### config.mk
export PLATFORM = sky130hd
export DESIGN_NAME = cr16_run_ctrl_flat
export DESIGN_NICKNAME = d
export VERILOG_FILES = /design/src/rtl/cr16_run_ctrl_if.sv /design/src/rtl/cr16_run_ctrl.sv /design/src/flat_wrapper.sv
export SDC_FILE = /design/constraint.sdc
export NUM_CORES = 1
export LEC_CHECK = 0
export CAP_MARGIN = 40
export CORE_ASPECT_RATIO = 1.4
export CORE_MARGIN = 8
export CORE_UTILIZATION = 49
export CTS_CLUSTER_DIAMETER = 120
export DETAILED_ROUTE_END_ITERATION = 16
export HOLD_SLACK_MARGIN = 0.1
export PLACE_DENSITY = 0.8
export SETUP_SLACK_MARGIN = 0.4
export SYNTH_ARGS = -nofsm -noshare
export SYNTH_HDL_FRONTEND = slang
export SYNTH_SLANG_ARGS = --single-unit
export TNS_END_PERCENT = 30
### constraint.sdc
create_clock -name I_CLK -period 3.3 [get_ports I_CLK]
set_input_delay 0.825 -clock I_CLK [delete_from_list [all_inputs] [get_ports I_CLK]]
set_output_delay 0.825 -clock I_CLK [all_outputs]
set_load 0.05 [all_outputs]
### src/rtl/cr16_run_ctrl_if.sv
// Control/status bundle between board-level run controls and cr16_run_ctrl.
// The master side drives the requests; the slave side is the controller.
interface cr16_run_ctrl_if;
    logic        I_RUN;
    logic        I_STEP;
    logic        I_HALT;
    logic        I_CLEAR;
    logic [15:0] I_PC;
    logic [15:0] I_BREAK_PC;
    logic        I_BREAK_VALID;
    logic        O_CPU_ENABLE;
    logic [2:0]  O_STATE;
    logic        O_HALTED;
    logic [1:0]  O_HALT_CAUSE;
    logic [31:0] O_CYCLE_COUNT;

    modport slave (
        input  I_RUN, I_STEP, I_HALT, I_CLEAR, I_PC, I_BREAK_PC, I_BREAK_VALID,
        output O_CPU_ENABLE, O_STATE, O_HALTED, O_HALT_CAUSE, O_CYCLE_COUNT
    );

    modport master (
        output I_RUN, I_STEP, I_HALT, I_CLEAR, I_PC, I_BREAK_PC, I_BREAK_VALID,
        input  O_CPU_ENABLE, O_STATE, O_HALTED, O_HALT_CAUSE, O_CYCLE_COUNT
    );
endinterface

### src/rtl/cr16_run_ctrl.sv
// CR16 run controller: BRAM warm-up, then gates the core enable for run/step/breakpoint.
// Define CR16_RUN_CTRL_MAX_PC_EN to add the PC > P_MAX_PC stop condition (halt cause 2).
//
//  state   | meaning
//  WARMUP  | core held off after reset while BRAM outputs settle
//  IDLE    | core stopped, waiting for run or a step edge
//  RUN     | free-run until halt, stop condition or run dropped
//  STEP    | exactly one enabled cycle
//  HALT    | stopped on breakpoint/max-PC, only I_CLEAR leaves
module cr16_run_ctrl #(
    parameter logic [15:0] P_WARMUP_CYCLES = 16'd1,
    parameter logic [15:0] P_MAX_PC        = 16'd20
) (
    input  logic I_CLK,
    input  logic I_RESET,
    cr16_run_ctrl_if.slave io_ctl
);

    typedef enum logic [2:0] {
        ST_WARMUP = 3'd0,
        ST_IDLE   = 3'd1,
        ST_RUN    = 3'd2,
        ST_STEP   = 3'd3,
        ST_HALT   = 3'd4
    } state_t;

    localparam logic [15:0] L_WARM_LAST =
        (P_WARMUP_CYCLES == 16'd0) ? 16'd0 : P_WARMUP_CYCLES - 16'd1;

    state_t      r_state;
    state_t      w_next;
    logic [15:0] r_warm_cnt;
    logic        r_step_q;
    logic [1:0]  r_cause;
    logic [31:0] r_count;
    logic        w_step_pulse;
    logic        w_bp_hit;
    logic        w_max_hit;
    logic        w_stop;
    logic        w_enable;

    assign w_step_pulse = io_ctl.I_STEP & ~r_step_q;
    assign w_bp_hit     = io_ctl.I_BREAK_VALID && (io_ctl.I_PC == io_ctl.I_BREAK_PC);

`ifdef CR16_RUN_CTRL_MAX_PC_EN
    assign w_max_hit = (io_ctl.I_PC > P_MAX_PC);
`else
    logic w_unused_max_pc;
    assign w_max_hit       = 1'b0;
    assign w_unused_max_pc = ^P_MAX_PC;
`endif

    assign w_stop = w_bp_hit | w_max_hit;

    // Enable is combinational on stop so the core never executes at a stop PC.
    always_comb begin
        w_next   = r_state;
        w_enable = 1'b0;
        case (r_state)
            ST_WARMUP: begin
                if (r_warm_cnt == L_WARM_LAST) w_next = ST_IDLE;
            end
            ST_IDLE: begin
                if (!io_ctl.I_HALT) begin
                    if (io_ctl.I_RUN)      w_next = ST_RUN;
                    else if (w_step_pulse) w_next = ST_STEP;
                end
            end
            ST_RUN: begin
                w_enable = !w_stop;
                if (io_ctl.I_HALT)      w_next = ST_IDLE;
                else if (w_stop)        w_next = ST_HALT;
                else if (!io_ctl.I_RUN) w_next = ST_IDLE;
            end
            ST_STEP: begin
                w_enable = !w_stop;
                w_next   = w_stop ? ST_HALT : ST_IDLE;
            end
            ST_HALT: begin
                if (io_ctl.I_CLEAR) w_next = ST_IDLE;
            end
            default: w_next = ST_WARMUP;
        endcase
    end

    always_ff @(posedge I_CLK) begin
        if (I_RESET) begin
            r_state    <= ST_WARMUP;
            r_warm_cnt <= 16'd0;
            r_step_q   <= 1'b0;
            r_cause    <= 2'd0;
            r_count    <= 32'd0;
        end else begin
            r_state  <= w_next;
            r_step_q <= io_ctl.I_STEP;
            if (r_state == ST_WARMUP) r_warm_cnt <= r_warm_cnt + 16'd1;
            if (io_ctl.I_CLEAR)
                r_count <= 32'd0;
            else if (w_enable && (r_count != 32'hFFFF_FFFF))
                r_count <= r_count + 32'd1;
            // Breakpoint outranks max-PC when both hold on the halting cycle.
            if ((w_next == ST_HALT) && (r_state != ST_HALT))
                r_cause <= w_bp_hit ? 2'd1 : 2'd2;
            else if ((r_state == ST_HALT) && io_ctl.I_CLEAR)
                r_cause <= 2'd0;
        end
    end

    assign io_ctl.O_CPU_ENABLE  = w_enable;
    assign io_ctl.O_STATE       = r_state;
    assign io_ctl.O_HALTED      = (r_state == ST_HALT);
    assign io_ctl.O_HALT_CAUSE  = r_cause;
    assign io_ctl.O_CYCLE_COUNT = r_count;

endmodule
### src/flat_wrapper.sv
// flat-port wrapper written by rule: the top's interface ports become plain ports
module cr16_run_ctrl_flat 
#(
    parameter logic [15:0] P_WARMUP_CYCLES = 16'd1,
    parameter logic [15:0] P_MAX_PC        = 16'd20
)
  (I_CLK, I_RESET, io_ctl_I_RUN, io_ctl_I_STEP, io_ctl_I_HALT, io_ctl_I_CLEAR, io_ctl_I_PC, io_ctl_I_BREAK_PC, io_ctl_I_BREAK_VALID, io_ctl_O_CPU_ENABLE, io_ctl_O_STATE, io_ctl_O_HALTED, io_ctl_O_HALT_CAUSE, io_ctl_O_CYCLE_COUNT);
  cr16_run_ctrl_if io_ctl_i ();
  input  logic I_CLK;
  input  logic I_RESET;
  input wire logic [$bits(io_ctl_i.I_RUN)-1:0] io_ctl_I_RUN;
  input wire logic [$bits(io_ctl_i.I_STEP)-1:0] io_ctl_I_STEP;
  input wire logic [$bits(io_ctl_i.I_HALT)-1:0] io_ctl_I_HALT;
  input wire logic [$bits(io_ctl_i.I_CLEAR)-1:0] io_ctl_I_CLEAR;
  input wire logic [$bits(io_ctl_i.I_PC)-1:0] io_ctl_I_PC;
  input wire logic [$bits(io_ctl_i.I_BREAK_PC)-1:0] io_ctl_I_BREAK_PC;
  input wire logic [$bits(io_ctl_i.I_BREAK_VALID)-1:0] io_ctl_I_BREAK_VALID;
  output wire logic [$bits(io_ctl_i.O_CPU_ENABLE)-1:0] io_ctl_O_CPU_ENABLE;
  output wire logic [$bits(io_ctl_i.O_STATE)-1:0] io_ctl_O_STATE;
  output wire logic [$bits(io_ctl_i.O_HALTED)-1:0] io_ctl_O_HALTED;
  output wire logic [$bits(io_ctl_i.O_HALT_CAUSE)-1:0] io_ctl_O_HALT_CAUSE;
  output wire logic [$bits(io_ctl_i.O_CYCLE_COUNT)-1:0] io_ctl_O_CYCLE_COUNT;
  assign io_ctl_i.I_RUN = io_ctl_I_RUN;
  assign io_ctl_i.I_STEP = io_ctl_I_STEP;
  assign io_ctl_i.I_HALT = io_ctl_I_HALT;
  assign io_ctl_i.I_CLEAR = io_ctl_I_CLEAR;
  assign io_ctl_i.I_PC = io_ctl_I_PC;
  assign io_ctl_i.I_BREAK_PC = io_ctl_I_BREAK_PC;
  assign io_ctl_i.I_BREAK_VALID = io_ctl_I_BREAK_VALID;
  assign io_ctl_O_CPU_ENABLE = io_ctl_i.O_CPU_ENABLE;
  assign io_ctl_O_STATE = io_ctl_i.O_STATE;
  assign io_ctl_O_HALTED = io_ctl_i.O_HALTED;
  assign io_ctl_O_HALT_CAUSE = io_ctl_i.O_HALT_CAUSE;
  assign io_ctl_O_CYCLE_COUNT = io_ctl_i.O_CYCLE_COUNT;
  cr16_run_ctrl #(.P_WARMUP_CYCLES(P_WARMUP_CYCLES), .P_MAX_PC(P_MAX_PC)) u_core (.I_CLK(I_CLK), .I_RESET(I_RESET), .io_ctl(io_ctl_i));
endmodule
==> flow_summary.ini, run 1 <==
[power_and_ir_drop]
power_mw = 1.40
vdd_ir_drop_max_uv = 282
p_per_area_nw_per_um2 = 360
power_leakage_nw = 1.39

[drt]
vias = 2943
drt_iter0_markers = 273
wl_per_cell_um = 15.3
wirelength_um = 7600
drtAntennaViolNets = 0
drc = 0
drtPass1Iterations = 4
viasPerCell = 5.91

[clocking]
clockBufferDepth = 2
cts_tree = yes
insertion_delay_ns = 0.31
numCtsBuffers = 5
cts.sinks = 54
cts_root_buf = clkbuf_8
hold_buffers = 0
cts.htree.levels = 2
path_clk_slew_ns = 0.10

[sta]
holdWs_ns = 0.467
post-route-min-period_ns = 2.87
tns_ns = 0
setup_ws_ns = 0.434
worst_slew_pin_slew_ns = 0.685
final_max_slew_viol_count = 0
post-route-period-util = 0.868
relSlewSlack = 0.540
rsz0062_at_grt = yes
fmax_ghz = 0.349
fin_worst_skew_ns = 0.0110
finalSetupViolations = 0
hold_viol_final = 0

[global_route]
antenna_found_initial = 0
grt_pass1_vias = 2723
grt-ovfl-total = 0
grt.total_usage = 0.172
grt_max_degree = 67
grt_pass1_wl_um = 12600

[cells_and_area]
diodes = 0
syn_to_final_growth_pct = 30.2
fin_nets = 469
instances_no_fill = 498
drive_gt1_frac = 0.121

[min_path]
min_path_type = flop to flop
min_path_cells = 2

[placed_design]
hpwl_um = 5630
gp_congestion = 0.786
portBuffers = 77
pre_cts_slack_ns = 0.0640
dp_cells = 489

[yosys]
synthDistinctLibCells = 51
synthesis.nets = 400
ys_warn_count = 0
ys_top_cells_by_area = dfxtp_1 36%, xor2_1 6.7%, or3_1 5.0%, a21oi_1 4.5%, nand2_1 3.4%
synth_edf_count = 0
synth_seq_cells = 54
yosysMostFrequentCell = dfxtp_1
syn_avg_cell_area_um2 = 8.34
synth_area_um2 = 2990
ys.flop_type = dfxtp_1
synth_top_cell_area_share = 0.362
synth_common_cells = 54 x dfxtp_1, 27 x a21oi_1, 27 x nand2_1, 27 x nor2_1, 24 x or3_1
syn_inst = 358
async_flop_share = 0
synth_seq_area_share = 0.362
yosys.area.top_type = dfxtp_1

[setup_path]
reg2reg_depth = 7
start_kind = input port
end_kind = primary output
cp.required_ns = 2.47
arrival_ns = 2.04
crit_fanout = 2
worst-setup-path-type = input port to primary output

[outcome]
status = complete, no violations

[run]
drv_cap = 0

[floorplan]
num_io_pins = 78
dieHeight_um = 108
fp-row-count = 33
die_width_um = 82.0
start_util = 0.509
dieArea_um2 = 8880
core-area_um2 = 5860
-- flip-flops by register name, summed over array words and instances (netlist names) --
register	cells
u_core.io_ctl.O_CYCLE_COUNT	32
u_core.io_ctl.O_HALT_CAUSE	2
u_core.io_ctl.O_STATE	3
u_core.r_step_q	1
u_core.r_warm_cnt	16
-- layout by cell type, fill, tap and decap left out, types with 5 or more instances in the layout --
| cell | count |
|---|---|
| dfxtp_1 | 54 |
| clkdlybuf4s50_1 | 49 |
| nand2_1 | 27 |
| a21oi_1 | 27 |
| nor2_1 | 26 |
| or3_1 | 24 |
| xor2_1 | 23 |
| nand4_1 | 15 |
| o21ai_0 | 14 |
| nand3_1 | 13 |
| or4_1 | 11 |
| o21ai_1 | 10 |
| buf_2 | 10 |
| and3_1 | 9 |
| xnor2_1 | 8 |
| dlymetal6s2s_1 | 7 |
| inv_1 | 6 |
| and4_1 | 6 |
| o31ai_1 | 6 |
| a21oi_2 | 6 |
| dlygate4sd2_1 | 6 |
| clkbuf_8 | 5 |
| buf_4 | 5 |
-- worst paths after layout --
path	from	endpoint	slack, ns
setup / recovery	io_ctl_I_PC[6]	io_ctl_O_CPU_ENABLE	0.43
hold / removal	u_core.io_ctl.O_HALT_CAUSE[0]$_SDFFE_PP0P_	u_core.io_ctl.O_HALT_CAUSE[0]$_SDFFE_PP0P_	0.47
setup reg to reg	u_core.io_ctl.O_CYCLE_COUNT[1]$_SDFFE_PP0P_	u_core.io_ctl.O_CYCLE_COUNT[30]$_SDFFE_PP0P_	0.66
hold reg to reg	u_core.io_ctl.O_HALT_CAUSE[0]$_SDFFE_PP0P_	u_core.io_ctl.O_HALT_CAUSE[0]$_SDFFE_PP0P_	0.47
-- critical path, cell delays in order --
cell,delay (ns)
clkdlybuf4s50_1,0.47
xnor2_1,0.11
nand4_1,0.16
nor3_4,0.25
nor2_4,0.06
buf_6,0.17
-- where the power goes --
group          internal (mW)  switching, mW  leakage [nW]
clock network          0.228          0.228        0.0585
registers              0.671         0.0238         0.436
logic                  0.109          0.140         0.896
-- repair_timing --
| item | in CTS | in global routing |
|---|---|---|
| gates cloned | 0 | 0 |
| pin swaps | 15 | 6 |
| setup buffers | 1 | 0 |
| endpoints found under the setup margin | 2 | 6 |
| gates resized for setup | 55 | 9 |
-- layer usage --
| layer | vias up | wire, µm | track usage |
|---|---|---|---|
| met5 | - | 0 | 0 |
| met4 | 0 | 53 | 0.0529 |
| met3 | 4 | 353 | 0.0432 |
| met2 | 62 | 4210 | 0.314 |
| met1 | 1422 | 2990 | 0.187 |
| li1 | 1455 | - | - |
-- cell type report --
class                   count  area [µm²]
fillers                   531        1980
multi-input cells         278        1810
flip-flops and latches     54        1080
repair buffers             82         772
well taps                  70        87.6
clock buffers               5        68.8
clock inverters             3        43.8
inverters                   6        22.5
-- per-stage QoR --
step | util | instance area, µm²
after detailed placement | 0.645 | 3780
after global routing | 0.663 | 3890
final | 0.663 | 3890
after floorplan | - | 3010
after CTS | 0.658 | 3860
after global placement | 0.645 | 3780
-- logic make-up (layout without fill, tap and decap cells) --
group / Yosys count / in the layout / synth area share
buf+inv: 26 / 96 / 0.0432
xor+xnor: 31 / 31 / 0.0909
flops: 54 / 54 / 0.362
mux: 2 / 2 / 0.00671
compound gates: 73 / 73 / 0.147
fa+ha+maj: 3 / 3 / 0.0126
simple gates: 169 / 169 / 0.338
Note: power is estimated with default switching activity, not from simulation.
==> inputs of run 2 (changes only) <==
--- a/config.mk
+++ b/config.mk
@@ -8,11 +8,11 @@
 export CAP_MARGIN = 40
 export CORE_ASPECT_RATIO = 1.4
 export CORE_MARGIN = 8
-export CORE_UTILIZATION = 49
+export CORE_UTILIZATION = 40
 export CTS_CLUSTER_DIAMETER = 120
 export DETAILED_ROUTE_END_ITERATION = 16
 export HOLD_SLACK_MARGIN = 0.1
-export PLACE_DENSITY = 0.8
+export PLACE_DENSITY = 0.68
 export SETUP_SLACK_MARGIN = 0.4
 export SYNTH_ARGS = -nofsm -noshare
 export SYNTH_HDL_FRONTEND = slang
==> run 2 against run 1 <==
Die area increased by 18%. Largest power group unchanged. Setup slack better by 0.013 ns. Largest cell class unchanged. Hold slack gained 0.0018 ns. Critical path depth unchanged. Register-to-register slack worse by 0.09 ns.
==> flow_summary.ini, run 2 (synthesis gave the netlist of run 1 again) <==
[power_and_ir_drop]
power_leakage_nw = 1.32
p_per_area_nw_per_um2 = 341
power_mw = 1.31
vdd_ir_drop_max_uv = 351

[floorplan]
die_width_um = 89.0
num_io_pins = 78
dieArea_um2 = 10500
fp-row-count = 37
start_util = 0.408
dieHeight_um = 118
core-area_um2 = 7310

[setup_path]
rr_endpoint = u_core.io_ctl.O_CYCLE_COUNT[19]$_SDFFE_PP0P_
end_kind = primary output
crit_path_cell_trace = clkdlybuf4s50_1, xnor2_1, nand2_1, nor3_4, nor2_4, buf_8
critPathMaxStageDelay_ns = 0.47
crit_slowest_cell = clkdlybuf4s50_1
reg2reg_depth = 7
reg2reg_from = u_core.io_ctl.O_CYCLE_COUNT[0]$_SDFFE_PP0P_
crit_fanout = 2
arrival_ns = 2.03
path_delay_family = buffers and inverters
regToRegSetupSlack_ns = 0.57
cp_num_buf_inv = 2
cp.required_ns = 2.47
start_kind = input port
worst-setup-path-type = input port to primary output

[clocking]
cts_root_buf = clkbuf_8
clockBufferDepth = 2
numCtsBuffers = 5
insertion_delay_ns = 0.31
cts.htree.levels = 2
hold_buffers = 0
cts.sinks = 54
cts_tree = yes
path_clk_slew_ns = 0.09

[global_route]
grt-ovfl-total = 0
grt_pass1_vias = 2774
antenna_found_initial = 0
grt_pass1_wl_um = 13300
grt_max_degree = 67
grt.total_usage = 0.155

[drt]
vias = 2869
wl_per_cell_um = 15.1
drtAntennaViolNets = 0
wirelength_um = 7940
viasPerCell = 5.46
drt_iter0_markers = 197
drc = 0
drtPass1Iterations = 4

[min_path]
min_from = u_core.io_ctl.O_HALT_CAUSE[0]$_SDFFE_PP0P_
hold_end = u_core.io_ctl.O_HALT_CAUSE[0]$_SDFFE_PP0P_
min_path_type = flop to flop
min_path_cells = 2

[placed_design]
gp_congestion = 0.818
dp_cells = 517
portBuffers = 77
hpwl_um = 5890

[sta]
final_max_slew_viol_count = 0
worst_slew_pin_slew_ns = 0.655
finalSetupViolations = 0
rsz0062_at_grt = yes
tns_ns = 0
relSlewSlack = 0.560
post-route-min-period_ns = 2.85
fmax_ghz = 0.351
hold_viol_final = 0
post-route-period-util = 0.864
fin_worst_skew_ns = 0.0104

[cells_and_area]
final_util = 0.525
final_cell_mix = 54 x dfxtp_1, 46 x clkdlybuf4s50_1, 27 x nand2_1, 27 x a21oi_1, 26 x nor2_1
instances_no_fill = 525
fillerInstances = 757
largest_reg_flops = 32
drive_gt1_frac = 0.117
diodes = 0
syn_to_final_growth_pct = 28.8
final-seq-area_um2 = 1080
fin_nets = 469
final_common_cell = dfxtp_1
multi_input_area_um2 = 1790

[run]
drv_cap = 0

[outcome]
status = complete, no violations
[run 2: cell count changes in the layout (fill, tap and decap cells not counted), sizes merged]
cell,before,now
clkbuf,5,8
dlygate4sd2,6,14
bufinv,1,0
clkdlybuf4s50,49,46
dlymetal6s2s,7,0
inv,7,6
clkinv,1,2
[run 2: repair_timing]
item | in CTS | in global routing
setup buffers | 0 | 0
endpoints found under the setup margin | 1 | 5
resized for setup | 65 | 3
pin swaps | 19 | 5
[run 2: per-layer routing]
metal,vias up,part of all wire,GRT usage
met1,1358,0.40,0.181
met2,54,0.54,0.270
met3,9,0.043,0.0291
met4,0,0.021,0.0512
met5,-,0,0
li1,1448,-,-
[run 2: worst max-delay path by stage]
stage	startpoint	end	slack [ns]	depth (start not counted)
finish	io_ctl_I_PC[8]	io_ctl_O_CPU_ENABLE	0.45	6
global route	u_core.io_ctl.O_STATE[2]$_SDFF_PP0_	io_ctl_O_HALTED	0.36	2
CTS	io_ctl_I_PC[1]	io_ctl_O_CPU_ENABLE	0.38	7
detailed placement	io_ctl_I_BREAK_PC[9]	io_ctl_O_CPU_ENABLE	0.11	7
global placement	io_ctl_I_BREAK_PC[9]	io_ctl_O_CPU_ENABLE	0.13	7
floorplan	io_ctl_I_BREAK_PC[9]	io_ctl_O_CPU_ENABLE	0.43	8
[run 2: area by class of cell]
type	instances	share of cell area
Timing Repair Buffer	82	0.192
Sequential cell	54	0.281
Clock buffer	6	0.0189
Tap cell	97	0.0316
Inverter	6	0.00586
Multi-Input combinational cell	278	0.467
Clock inverter	2	0.00358
[run 2: where the power goes]
group | internal (mW) | switching, mW | total (mW)
Clock | 0.150 | 0.218 | 0.369
Sequential | 0.671 | 0.0245 | 0.695
Combinational | 0.106 | 0.140 | 0.246
Total | 0.927 | 0.383 | 1.31
[run 2: metrics by stage]
stage / cell area, µm² / setup slack, ns / hold slack [ns]
2_1_floorplan: 3010 / 0.425 / 0.480
5_1_grt: 3840 / 0.361 / 0.521
6_report: 3840 / 0.447 / 0.469
4_1_cts: 3850 / 0.375 / 0.473
3_5_place_dp: 3820 / 0.112 / 0.459
3_3_place_gp: 3820 / 0.126 / 0.446
[run 2: worst min-delay path: stages (launching register included)]
cell and delay, ns:
dfxtp_1 0.32, nand2_1 0.05, a21oi_1 0.05
